**src/rtl/regfile_writeback_queue.sv**
```systemverilog
// In-order write-back queue feeding the register file A3/WE3/WD3 port, with
// read-after-write forwarding for A1/A2 built only when WBQ_FORWARD_EN is defined.
module regfile_writeback_queue #(
    parameter int DEPTH = 4,
    parameter int AW    = 5,
    parameter int DW    = 32
) (
    input  logic                       CLK,
    input  logic                       RST_N,
    input  logic                       IN_VALID,
    output logic                       IN_READY,
    input  logic [AW-1:0]              IN_ADDR,
    input  logic [DW-1:0]              IN_DATA,
    input  logic                       STALL,
    output logic                       WE3,
    output logic [AW-1:0]              A3,
    output logic [DW-1:0]              WD3,
    input  logic [AW-1:0]              A1,
    input  logic [AW-1:0]              A2,
    output logic                       FWD1_HIT,
    output logic                       FWD2_HIT,
    output logic [DW-1:0]              FWD1_DATA,
    output logic [DW-1:0]              FWD2_DATA,
    output logic [$clog2(DEPTH):0]     COUNT,
    output logic                       EMPTY
);

    localparam int PW = $clog2(DEPTH);
    localparam int CW = PW + 1;

    logic [AW-1:0] addr_mem [DEPTH];
    logic [DW-1:0] data_mem [DEPTH];
    logic [PW-1:0] rd_ptr;
    logic [PW-1:0] wr_ptr;
    logic [CW-1:0] count;
    logic          push;
    logic          pop;

    assign EMPTY    = (count == '0);
    assign COUNT    = count;
    assign IN_READY = RST_N & (count < CW'(DEPTH));

    // Writes to r0 are swallowed at the input: the handshake completes but nothing is stored.
    assign push = IN_VALID & IN_READY & (IN_ADDR != '0);
    assign pop  = WE3;

    assign WE3 = ~EMPTY & ~STALL;
    assign A3  = EMPTY ? '0 : addr_mem[rd_ptr];
    assign WD3 = EMPTY ? '0 : data_mem[rd_ptr];

    always_ff @(posedge CLK or negedge RST_N) begin
        if (!RST_N) begin
            rd_ptr <= '0;
            wr_ptr <= '0;
            count  <= '0;
        end else begin
            if (push) begin
                wr_ptr <= wr_ptr + PW'(1);
            end
            if (pop) begin
                rd_ptr <= rd_ptr + PW'(1);
            end
            case ({push, pop})
                2'b10:   count <= count + CW'(1);
                2'b01:   count <= count - CW'(1);
                default: count <= count;
            endcase
        end
    end

    // Payload storage carries no reset; entries are only observed while counted as live.
    always_ff @(posedge CLK) begin
        if (push) begin
            addr_mem[wr_ptr] <= IN_ADDR;
            data_mem[wr_ptr] <= IN_DATA;
        end
    end

`ifdef WBQ_FORWARD_EN
    logic [PW-1:0] slot;

    // Walk live entries oldest to youngest so the last match wins; the head still
    // counts as live in the cycle it retires.
    always_comb begin
        FWD1_HIT  = 1'b0;
        FWD1_DATA = '0;
        FWD2_HIT  = 1'b0;
        FWD2_DATA = '0;
        slot      = rd_ptr;
        for (int j = 0; j < DEPTH; j++) begin
            slot = rd_ptr + PW'(j);
            if (CW'(j) < count) begin
                if ((A1 != '0) && (addr_mem[slot] == A1)) begin
                    FWD1_HIT  = 1'b1;
                    FWD1_DATA = data_mem[slot];
                end
                if ((A2 != '0) && (addr_mem[slot] == A2)) begin
                    FWD2_HIT  = 1'b1;
                    FWD2_DATA = data_mem[slot];
                end
            end
        end
    end
`else
    logic unused_rd_addr;

    assign unused_rd_addr = ^{A1, A2};
    assign FWD1_HIT  = 1'b0;
    assign FWD2_HIT  = 1'b0;
    assign FWD1_DATA = '0;
    assign FWD2_DATA = '0;
`endif

endmodule

```
**config.mk**
```make
export PLATFORM = sky130hd
export DESIGN_NAME = regfile_writeback_queue
export DESIGN_NICKNAME = d
export VERILOG_FILES = /design/src/rtl/regfile_writeback_queue.sv
export SDC_FILE = /design/constraint.sdc
export NUM_CORES = 1
export LEC_CHECK = 0
export ABC_AREA = 1
export BUFFER_PORTS_ARGS = -buffer_cell sky130_fd_sc_hd__buf_2
export CORE_ASPECT_RATIO = 1.75
export CORE_MARGIN = 4
export CORE_UTILIZATION = 32
export DETAILED_ROUTE_END_ITERATION = 8
export PLACE_DENSITY = 0.61
export SLEW_MARGIN = 20
export SYNTH_ARGS = -nofsm -noshare
export SYNTH_HDL_FRONTEND = slang
export SYNTH_SLANG_ARGS = --single-unit
```
**constraint.sdc**
```tcl
create_clock -name CLK -period 7.2 [get_ports CLK]
set_clock_uncertainty 0.1 [all_clocks]
set_input_delay 2.16 -clock CLK [delete_from_list [all_inputs] [get_ports CLK]]
set_output_delay 2.16 -clock CLK [all_outputs]
set_load 0.1 [all_outputs]
```
Yosys cells after proc, flatten, opt, wreduce, memory -nomap -nowiden
Memories as Yosys holds them, arrays and structs flattened.
Cells that the tools add are included.

storage, ports and cells
  flip-flop bits (word level) = 7
  bits in latches = 0
  bits in writable memories = 148
  ROM bits = 0
  bits of input ports = 51
  output and inout port bits = 109
  logic and storage cells = 26
  memories = 2

memories
  memory    words  width  read ports  clocked after Yosys merged registers in  wr ports  line  RTL
  data_mem  4      32     1           0                                        1         32    logic [DW-1:0] data_mem [DEPTH];
  addr_mem  4      5      1           0                                        1         31    logic [AW-1:0] addr_mem [DEPTH];

cells by class
  add/sub/neg operators = 4
  multipliers = 0
  divide/modulo/power cells = 0
  $lt $le $gt $ge = 1
  equal/unequal tests = 2
  shifts and indexed selects = 0
  mux-type cells = 5
  bitwise logic cells = 6
  reduce and logical (&&, ||, !) cells = 3

operators with widths
  kind                                                                   number
  32-bit two-way mux                                                     1
  3-bit case mux with 2 select lines                                     1
  5-bit two-way mux                                                      1
  5-bit nonzero test                                                     1
  2-bit by 1-bit adder with 2-bit output, second input constant          2
  1-bit bitwise AND                                                      4
  3-bit by 1-bit adder with 3-bit output, second input constant          1
  3-bit logical NOT                                                      1
  3-bit less-than comparator, second input constant                      1
  3-bit by 1-bit subtractor with 3-bit output, second input constant     1
  2-bit by 1-bit equality test with 1-bit output, second input constant  1
  2-bit equality test, second input constant                             1
  1-bit two-way mux                                                      2
  1-bit inverter                                                         2
  2-bit nonzero test                                                     1

Longest topological paths before layout
Gate-level depths: netlist (run 1).

  depth after elaboration = 6
  mapped depth = 12
  mapped depth without buffers = 12

Worst setup path before layout (run 1)
OpenSTA, ideal clock, no wires.

  path kind = register to output
  from = register count[1], in the netlist COUNT[1]
  to = output WD3[22]
  data arrival time = 3.576 ns
  required time = 4.940 ns
  setup slack = 1.364 ns
  cell stages (with the launch flop) = 6
  path buffers = 1
  path through = dfrtp_1 inv_1 nand3_1 inv_2 clkbuf_1 a21oi_1

between the ends
  cells in the longest elaborated chain, start to end = 2

RTL lines
  item                    line  RTL
  from (decl)             35    logic [CW-1:0] count;
  from (signal assigned)  64    2'b10: count <= count + CW'(1);
  from (signal assigned)  65    2'b01: count <= count - CW'(1);
  from (signal assigned)  66    default: count <= count;
  3-bit logical NOT       39    assign EMPTY = (count == '0);
  named net EMPTY         25    output logic EMPTY
  32-bit two-way mux      49    assign WD3 = EMPTY ? '0 : data_mem[rd_ptr];
  to (decl)               17    output logic [DW-1:0] WD3,

The timed path passes the listed nets, and every way through them passes these cells.

Worst setup path in the final report (run 1)
  from = register rd_ptr[1]
  to = output WD3[7]

between the ends
  cells in the longest elaborated chain, start to end = 2

RTL lines
  item                    line  RTL
  from (decl)             33    logic [PW-1:0] rd_ptr;
  from (signal assigned)  61    rd_ptr <= rd_ptr + PW'(1);
  memory read 4 x 32 bit  --
  32-bit two-way mux      49

Every way passes these cells.

==> flow_summary.json, run 1 <==
{
  "status": "finished, final reports clean",
  "grt_max_degree": 77,
  "cp.depth": 4,
  "coreArea_sq_um": 22300,
  "initial_core_util_pct": 32.6,
  "port_buffers": 83,
  "die_h_microns": 207,
  "slowest_delay_ps": 830,
  "route.antenna.remaining_nets": 0,
  "drive_gt1_share_pct": 16.1,
  "r2r-end": "data_mem[3][26]$_DFFE_PP_",
  "post-cts-setup-buffers": 0,
  "synthesis.area_sq_um": 7260,
  "drcViolationCount": 0,
  "postSynthAreaPerCell_sq_um": 10.1,
  "gp_congestion": 0.694,
  "tightest_slew_ps": 1020,
  "r2r-start": "COUNT[2]$_DFFE_PN0P_",
  "criticalPathCategory": "flop to output port",
  "dpl.cell_count": 1072,
  "cts_made_buffers": 17,
  "hold_viol_final": 0,
  "cts_tree": "done",
  "cts.hold.buffers_added": 0,
  "detail_route.wl_per_cell_microns": 13.8,
  "fin_cells": 1105,
  "yosysSeqAreaShare_pct": 63.6,
  "rows": 72,
  "slew_viol_final": 0,
  "worst-r2r-setup-slack_ps": 4530,
  "final_cell_area_sq_um": 8290,
  "post_cts_resized": 0,
  "track_usage_pct": 12.4,
  "drt_iter0_drc": 166,
  "crit_fanout": 40,
  "fillers": 2151,
  "max_clock_freq_mhz": 190,
  "grt_pass1_wl_microns": 23500,
  "fin_setup_tns_ps": 0,
  "required_ps": 4940,
  "fin_crit_sh_pct": 73.2,
  "clkTransAtPathRegs_ps": 60,
  "gr-total-overflow": 0,
  "r2r_cells": 6,
  "synthCells": 716,
  "die_area_sq_um": 25200,
  "ys_seq_elements": 155,
  "min_period_ps": 5270,
  "final_core_util_pct": 37.3,
  "via_per_inst": 4.11,
  "antenna_found_initial": 3,
  "slew_headroom_pct": 31.7,
  "nNetsFinal": 852,
  "grt_pass1_vias": 4537,
  "hold_depth": 2,
  "setup_viol": 0,
  "rsz0062_at_grt": "no",
  "path_buf_inv": 2,
  "maxCapViolations": 0,
  "path_cells": "inv_2, nand3_1, a21oi_1, buf_2",
  "yosysWarnings": 0,
  "slowest_stage": "inv_2",
  "io_pins": 160,
  "routed_wl_microns": 15200,
  "cts.htree.levels": 4,
  "hp-class": "flop to flop",
  "root_buffer": "clkbuf_16",
  "area_growth_syn_to_layout_pct": 14.2,
  "drt_pass1_iterations": 4,
  "synth_cell_types": 18,
  "dpl_cell_area_sq_um": 7700,
  "dp_hpwl_microns": 9170,
  "crit_family": "buffers and inverters",
  "min_to": "COUNT[2]$_DFFE_PN0P_",
  "die_w_microns": 122,
  "min_from": "COUNT[2]$_DFFE_PN0P_",
  "cp-end-kind": "output port",
  "vias": 4544,
  "critPathArrivalTime_ps": 3010,
  "clk_latency_ps": 420,
  "startpoint_type": "flop",
  "clk_path_buf_depth": 2,
  "cts_sinks": 155
}
## routing by layer
layer  part of all wire [%]  vias to the layer above  wire (microns)  track usage (%)
li1                       -                     2267               -                -
met4                    2.3                        4             351             5.57
met1                     36                     2094            5540             12.2
met5                   0.13                        -              20                0
met3                    5.8                       28             887             2.97
met2                     55                      151            8400             23.9
## worst min-delay path, delay by kind of cell, from the launching register on
kind	cells	cell delay [ps]
flip-flops	1	360
AND/OR/NAND/NOR	2	110
## Yosys cell counts
cell        n  area (sq um)
conb_1      1          3.75
o21ai_0     2          10.0
nand4_1     1          6.26
inv_1     164           616
buf_6       5          56.3
buf_4      69           518
xnor2_1     2          17.5
nor2_1      7          26.3
ha_1        5          62.6
fa_1        1          20.0
a21oi_1    37           185
inv_2       4          15.0
clkbuf_1    7          26.3
nand2_1   164           616
edfxtp_1  148          4440
dfrtp_1     7           175
buf_2      13          65.1
nand3_1    79           395
## state kept, by name, summed over array words and instances (netlist names)
| name | flops |
|---|---|
| COUNT | 3 |
| addr_mem | 20 |
| data_mem | 128 |
| rd_ptr | 2 |
| wr_ptr | 2 |
## how the worst max path moves through the flow
stage / from / endpoint / slack (ps)
final: rd_ptr[1]$_DFFE_PN0P_ / WD3[7] / 1930
after global routing: rd_ptr[1]$_DFFE_PN0P_ / A3[2] / 1760
after detailed placement: RST_N / IN_READY / 2010
after global placement: STALL / WE3 / 2010
after floorplan: COUNT[1]$_DFFE_PN0P_ / WD3[22] / 1360
after CTS: rd_ptr[1]$_DFFE_PN0P_ / WD3[24] / 1880
## cell families after synthesis
logic type	share of synthesized area [%]
xor+xnor	0.241
simple gates	14.4
flops	63.6
fa+ha+maj	1.14
buf+inv	17.9
other cells	0.0517
compound gates	2.69
## placed cells by master (no fill, tap or decap)
master / count
inv_1: 164
nand2_1: 164
edfxtp_1: 148
buf_2: 83
nand3_1: 79
conb_1: 66
a21oi_1: 37
clkbuf_16: 17
buf_4: 6
dfrtp_1: 5
ha_1: 5
inv_2: 4
nor2_4: 4
clkinvlp_4: 4
clkinv_2: 4
nor2_1: 3
clkbuf_8: 3
o21ai_0: 2
xnor2_1: 2
bufinv_16: 2
dfrtp_2: 2
diode_2: 1
nand4_1: 1
fa_1: 1
clkinv_4: 1
clkbuf_1: 1
## layout make-up
class | instances | area (sq um) | share of cell area, %
tap | 296 | 370 | 4.47
antenna | 1 | 2.50 | 0.0302
timing repair buffer | 89 | 460 | 5.55
multi-input combinational | 364 | 1620 | 19.5
clock inverter | 11 | 119 | 1.43
clock buffer | 21 | 470 | 5.67
inverter | 168 | 631 | 7.61
sequential | 155 | 4620 | 55.7
## per-stage QoR
| step | hold slack (ps) | setup slack, ps |
|---|---|---|
| 6_report | 405 | 1930 |
| 4_1_cts | 407 | 1880 |
| 5_1_grt | 434 | 1760 |
| 3_3_place_gp | 375 | 2010 |
| 2_1_floorplan | 392 | 1360 |
| 3_5_place_dp | 393 | 2010 |
Power of run 1 is not shown: default switching activity piles up to over one toggle a cycle in this logic, so the estimate is an artifact.
==> inputs of run 2 (changes only) <==
ABC_AREA = 0   (was 1)
PLACE_DENSITY = 0.63   (was 0.61)
clock period = 4.5 ns   (was 7.2 ns; I/O delays follow)
==> run 2 against run 1 <==
Utilization increased by 0.74 points. Area after synthesis decreased by 10%. Cell count decreased by 37%. Worst hold slack improved by 25 ps. Clock-buffer cell count unchanged. Cell area decreased by 8.8%. Routed wire length decreased by 19%. Largest cell class unchanged. Sequential cell count unchanged. Critical path type unchanged. Non-clock buffer count unchanged. Via count decreased by 34%. Critical path depth unchanged. Synthesized cell count decreased by 53%.
==> flow_summary.json, run 2 <==
{
  "dpl.cell_count": 659,
  "hold_viol_final": 0,
  "crit_end": "WD3[20]",
  "setup_viol": 0,
  "die_h_microns": 197,
  "yosysMostFrequentCell": "edfxtp_1",
  "via_per_inst": 4.36,
  "post-cts-setup-buffers": 0,
  "r2r_cells": 3,
  "min_period_ps": 3940,
  "route.antenna.remaining_nets": 0,
  "r2r-end": "data_mem[1][26]$_DFFE_PP_",
  "startpoint_type": "flop",
  "clk_latency_ps": 410,
  "r2r-start": "COUNT[2]$_DFFE_PN0P_",
  "slowest_stage": "dfrtp_2",
  "status": "finished, final reports clean",
  "die_area_sq_um": 22800,
  "fillers": 1859,
  "cts_tree": "done",
  "grt_pass1_vias": 3282,
  "final_cell_area_sq_um": 7570,
  "worst-r2r-setup-slack_ps": 2170,
  "max_clock_freq_mhz": 254,
  "ys_seq_elements": 155,
  "yosysWarnings": 0,
  "drt_pass1_iterations": 4,
  "detail_route.wl_per_cell_microns": 17.8,
  "root_buffer": "clkbuf_16",
  "dpl_cell_area_sq_um": 6980,
  "seqCellArea_sq_um": 4620,
  "path_cells": "buf_12, mux4_2, nor2b_1, buf_2",
  "criticalPathCategory": "flop to output port",
  "async_flop_share_pct": 4.52,
  "clkTransAtPathRegs_ps": 60,
  "largest_reg_flops": 128,
  "diodes": 0,
  "crit_start": "rd_ptr[0]$_DFFE_PN0P_",
  "critPathArrivalTime_ps": 2490,
  "grt_pass1_wl_microns": 18900,
  "synth_edf_count": 148,
  "routed_wl_microns": 12300,
  "final_cell_mix": "edfxtp_1 (148), buf_2 (83), conb_1 (66), nor2b_1 (38), mux4_2 (37)",
  "fin_crit_sh_pct": 87.6,
  "tightest_slew_ps": 1070,
  "synth_area_leader_cell": "edfxtp_1",
  "grt_max_degree": 38,
  "nNetsFinal": 491,
  "synthesis.area_sq_um": 6520,
  "rows": 68,
  "synth_area_leaders": "edfxtp_1 (68%), mux4_2 (13%), buf_4 (7.8%)",
  "drcViolationCount": 0,
  "postSynthAreaPerCell_sq_um": 19.2,
  "hp-class": "flop to flop",
  "crit_fanout": 23,
  "top_register": "data_mem",
  "synth_common_cells": "edfxtp_1 (148), buf_4 (68), nor2b_1 (38)",
  "die_w_microns": 116,
  "multi_input_area_sq_um": 1560,
  "slew_headroom_pct": 28.7,
  "required_ps": 3050,
  "fin_cells": 691,
  "clk_path_buf_depth": 2,
  "cts_sinks": 155,
  "synth_cell_types": 22,
  "dp_hpwl_microns": 7840,
  "synthCells": 339,
  "drt_iter0_drc": 98,
  "maxCapViolations": 0,
  "cp-end-kind": "output port",
  "io_pins": 160,
  "cts_made_buffers": 17,
  "coreArea_sq_um": 19900,
  "slowest_delay_ps": 760,
  "synth_top_flop_cell": "edfxtp_1",
  "post_cts_resized": 0,
  "rsz0062_at_grt": "no",
  "initial_core_util_pct": 32.8,
  "vias": 3015,
  "antenna_found_initial": 0,
  "final_common_cell": "edfxtp_1",
  "track_usage_pct": 11.3,
  "area_growth_syn_to_layout_pct": 16.0,
  "cts.htree.levels": 4,
  "slew_viol_final": 0,
  "synth_top_area_share_pct": 68.2,
  "cts.hold.buffers_added": 0,
  "port_buffers": 83,
  "gr-total-overflow": 0,
  "drive_gt1_share_pct": 35.7,
  "yosysSeqAreaShare_pct": 70.8,
  "gp_congestion": 0.712
}
run 2: changes by cell type in the layout (fill, tap and decap cells not counted), moves of 4 or more:
cell	previous run	this run
inv_2	4	0
nand2_1	164	0
inv_1	164	6
xor2_1	0	4
nor2b_1	0	38
nand3_1	79	0
a21oi_1	37	0
nor2_4	4	0
clkinvlp_4	4	0
mux4_2	0	37
run 2: final cells by class:
class / instances / share of cell area (%)
well taps: 245 / 4.05
flip-flops and latches: 155 / 61.1
inverters: 6 / 0.298
multi-input cells: 165 / 20.7
repair buffers: 89 / 6.42
clock inverters: 10 / 1.65
clock buffers: 21 / 5.82
run 2: cell families (layout without fill, tap and decap cells):
logic type | after synthesis | in the layout | synth area share (%)
fa+ha+maj | 6 | 6 | 1.27
compound gates | 1 | 1 | 0.326
buf+inv | 84 | 126 | 9.04
xor+xnor | 6 | 6 | 0.806
mux | 39 | 39 | 13.2
simple gates | 47 | 47 | 4.51
other cells | 1 | 66 | 0.0575
flops | 155 | 155 | 70.8
run 2: per-stage QoR:
stage | worst slack, ps | util (%) | TNS, ps | hold slack, ps
2_1_floorplan | -312 | - | -2810 | 435
3_3_place_gp | 769 | 35.0 | 0 | 419
3_5_place_dp | 744 | 35.0 | 0 | 418
4_1_cts | 442 | 37.9 | 0 | 429
5_1_grt | 380 | 38.0 | 0 | 462
6_report | 559 | 38.0 | 0 | 429
run 2: critical path: cells and delay by family (launching register included):
kind / cells / cell delay (ps)
buffers and inverters: 2 / 620
AND/OR/NAND/NOR: 1 / 160
multiplexers: 1 / 530
flip-flops: 1 / 760
run 2: layer usage:
metal / routed length, microns / share of wire [%] / global-route usage, % / up-vias
met1: 4300 / 35 / 11.8 / 1540
met2: 7030 / 57 / 20.8 / 116
li1: - / - / - / 1346
met5: 0 / 0 / 0 / -
met4: 216 / 1.8 / 4.73 / 0
met3: 759 / 6.2 / 3.29 / 13
run 2: how the worst min path moves through the flow:
stage / slack, ps / to / cells past startpoint / startpoint
floorplan: 430 / wr_ptr[1]$_DFFE_PN0P_ / 1 / wr_ptr[1]$_DFFE_PN0P_
global placement: 420 / COUNT[2]$_DFFE_PN0P_ / 1 / COUNT[2]$_DFFE_PN0P_
detailed placement: 420 / COUNT[2]$_DFFE_PN0P_ / 1 / COUNT[2]$_DFFE_PN0P_
CTS: 430 / COUNT[2]$_DFFE_PN0P_ / 1 / COUNT[2]$_DFFE_PN0P_
global route: 460 / COUNT[2]$_DFFE_PN0P_ / 1 / COUNT[2]$_DFFE_PN0P_
finish: 430 / COUNT[2]$_DFFE_PN0P_ / 1 / COUNT[2]$_DFFE_PN0P_
Power of run 2 is left out for the same reason.
==> inputs of run 3 (changes only) <==
BUFFER_PORTS_ARGS = -buffer_cell sky130_fd_sc_hd__clkbuf_2   (was -buffer_cell sky130_fd_sc_hd__buf_2)
CORE_ASPECT_RATIO = default   (was 1.75)
==> run 3 against run 2 <==
Sequential cell count stayed put. Sequential share of layout area is 0.96 points lower. Worst hold slack better by 25 ps. Highest routed layer unchanged. Critical path depth stayed put.
==> flow_summary.json, run 3 (same netlist as run 2, synthesis figures left out) <==
{
  "max_clock_freq_mhz": 260,
  "top_register": "data_mem",
  "min_period_ps": 3840,
  "crit_fanout": 26,
  "post-cts-setup-buffers": 0,
  "clk_path_buf_depth": 2,
  "antenna_found_initial": 0,
  "r2r_cells": 9,
  "critPathArrivalTime_ps": 2390,
  "fin_setup_tns_ps": 0,
  "final_core_util_pct": 38.9,
  "slew_headroom_pct": 48.1,
  "die_area_sq_um": 22700,
  "startpoint_type": "flop",
  "crit_start": "rd_ptr[0]$_DFFE_PN0P_",
  "clkTransAtPathRegs_ps": 60,
  "via_per_inst": 4.25,
  "hp-class": "flop to flop",
  "clk_latency_ps": 410,
  "diodes": 0,
  "slew_viol_final": 0,
  "status": "finished, final reports clean",
  "required_ps": 3050,
  "cts_tree": "done",
  "initial_core_util_pct": 33.0,
  "cp-end-kind": "output port",
  "r2r-start": "COUNT[0]$_DFFE_PN0P_",
  "drt_pass1_iterations": 4,
  "setup_viol": 0,
  "tightest_slew_ps": 778,
  "cts.hold.buffers_added": 0,
  "grt_max_degree": 41,
  "port_buffers": 83,
  "gp_congestion": 0.701,
  "die_h_microns": 151,
  "cts_sinks": 155,
  "track_usage_pct": 11.0,
  "fin_cells": 715,
  "rsz0062_at_grt": "no",
  "detail_route.wl_per_cell_microns": 16.8,
  "nNetsFinal": 494,
  "final_common_cell": "edfxtp_1",
  "hold_viol_final": 0,
  "grt_pass1_wl_microns": 18200,
  "die_w_microns": 151,
  "dp_hpwl_microns": 7520,
  "fin_crit_sh_pct": 85.4,
  "largest_reg_flops": 128,
  "gr-total-overflow": 0,
  "io_pins": 160,
  "drive_gt1_share_pct": 36.7,
  "coreArea_sq_um": 19800,
  "hold_depth": 1,
  "routed_wl_microns": 12000,
  "maxCapViolations": 0,
  "dpl.cell_count": 683,
  "criticalPathCategory": "flop to output port",
  "post_cts_resized": 0,
  "drcViolationCount": 0,
  "grt_pass1_vias": 3241,
  "final_cell_mix": "edfxtp_1 (148), clkbuf_2 (83), conb_1 (66), nor2b_1 (38), mux4_2 (37)",
  "drt_iter0_drc": 158,
  "cts.htree.levels": 4,
  "min_from": "COUNT[0]$_DFFE_PN0P_",
  "route.antenna.remaining_nets": 0,
  "area_growth_syn_to_layout_pct": 17.9,
  "root_buffer": "clkbuf_16",
  "vias": 3036,
  "cts_made_buffers": 17,
  "rows": 51
}
## run 3: cell count changes in the layout (fill, tap and decap cells not counted), sizes merged
cell and delta:
clkbuf +82, buf -80, clkinv -4, bufinv +3
inv +2, clkinvlp +1
## run 3: final cells by class
class                   count  area, sq um
clock buffers              20          437
clock inverters            12          218
fillers                  1836        12100
inverters                   6         22.5
multi-input cells         165         1560
flip-flops and latches    155         4620
well taps                 265          332
repair buffers             92          495
## run 3: final timing paths
path	to	slack, ps
worst min register to register	COUNT[0]$_DFFE_PN0P_	450
max in group asynchronous	rd_ptr[1]$_DFFE_PN0P_	3450
min in group asynchronous	COUNT[2]$_DFFE_PN0P_	660
worst min-delay path	COUNT[0]$_DFFE_PN0P_	450
worst max register to register	COUNT[2]$_DFFE_PN0P_	2120
worst max-delay path	A3[1]	660
## run 3: through the flow
step | hold slack [ps] | setup slack [ps] | instance area (sq um)
3_5_place_dp | 460 | 769 | 7030
6_report | 454 | 657 | 7690
5_1_grt | 482 | 497 | 7690
2_1_floorplan | 435 | -312 | 6770
3_3_place_gp | 427 | 777 | 7030
4_1_cts | 459 | 576 | 7690
## run 3: layer usage
| layer | vias up | global-route usage, % | wire length (microns) |
|---|---|---|---|
| met5 | - | 0 | 0 |
| met4 | 0 | 3.35 | 123 |
| met3 | 12 | 3.58 | 828 |
| met2 | 134 | 17.8 | 5880 |
| met1 | 1533 | 14.1 | 5190 |
| li1 | 1357 | - | - |
## run 3: critical path, stage by stage (launching register included)
cell and delay [ps]:
dfrtp_2 360, buf_4 440, mux4_2 580, nor2b_1 170, clkbuf_2 400
Power of run 3 is left out for the same reason.
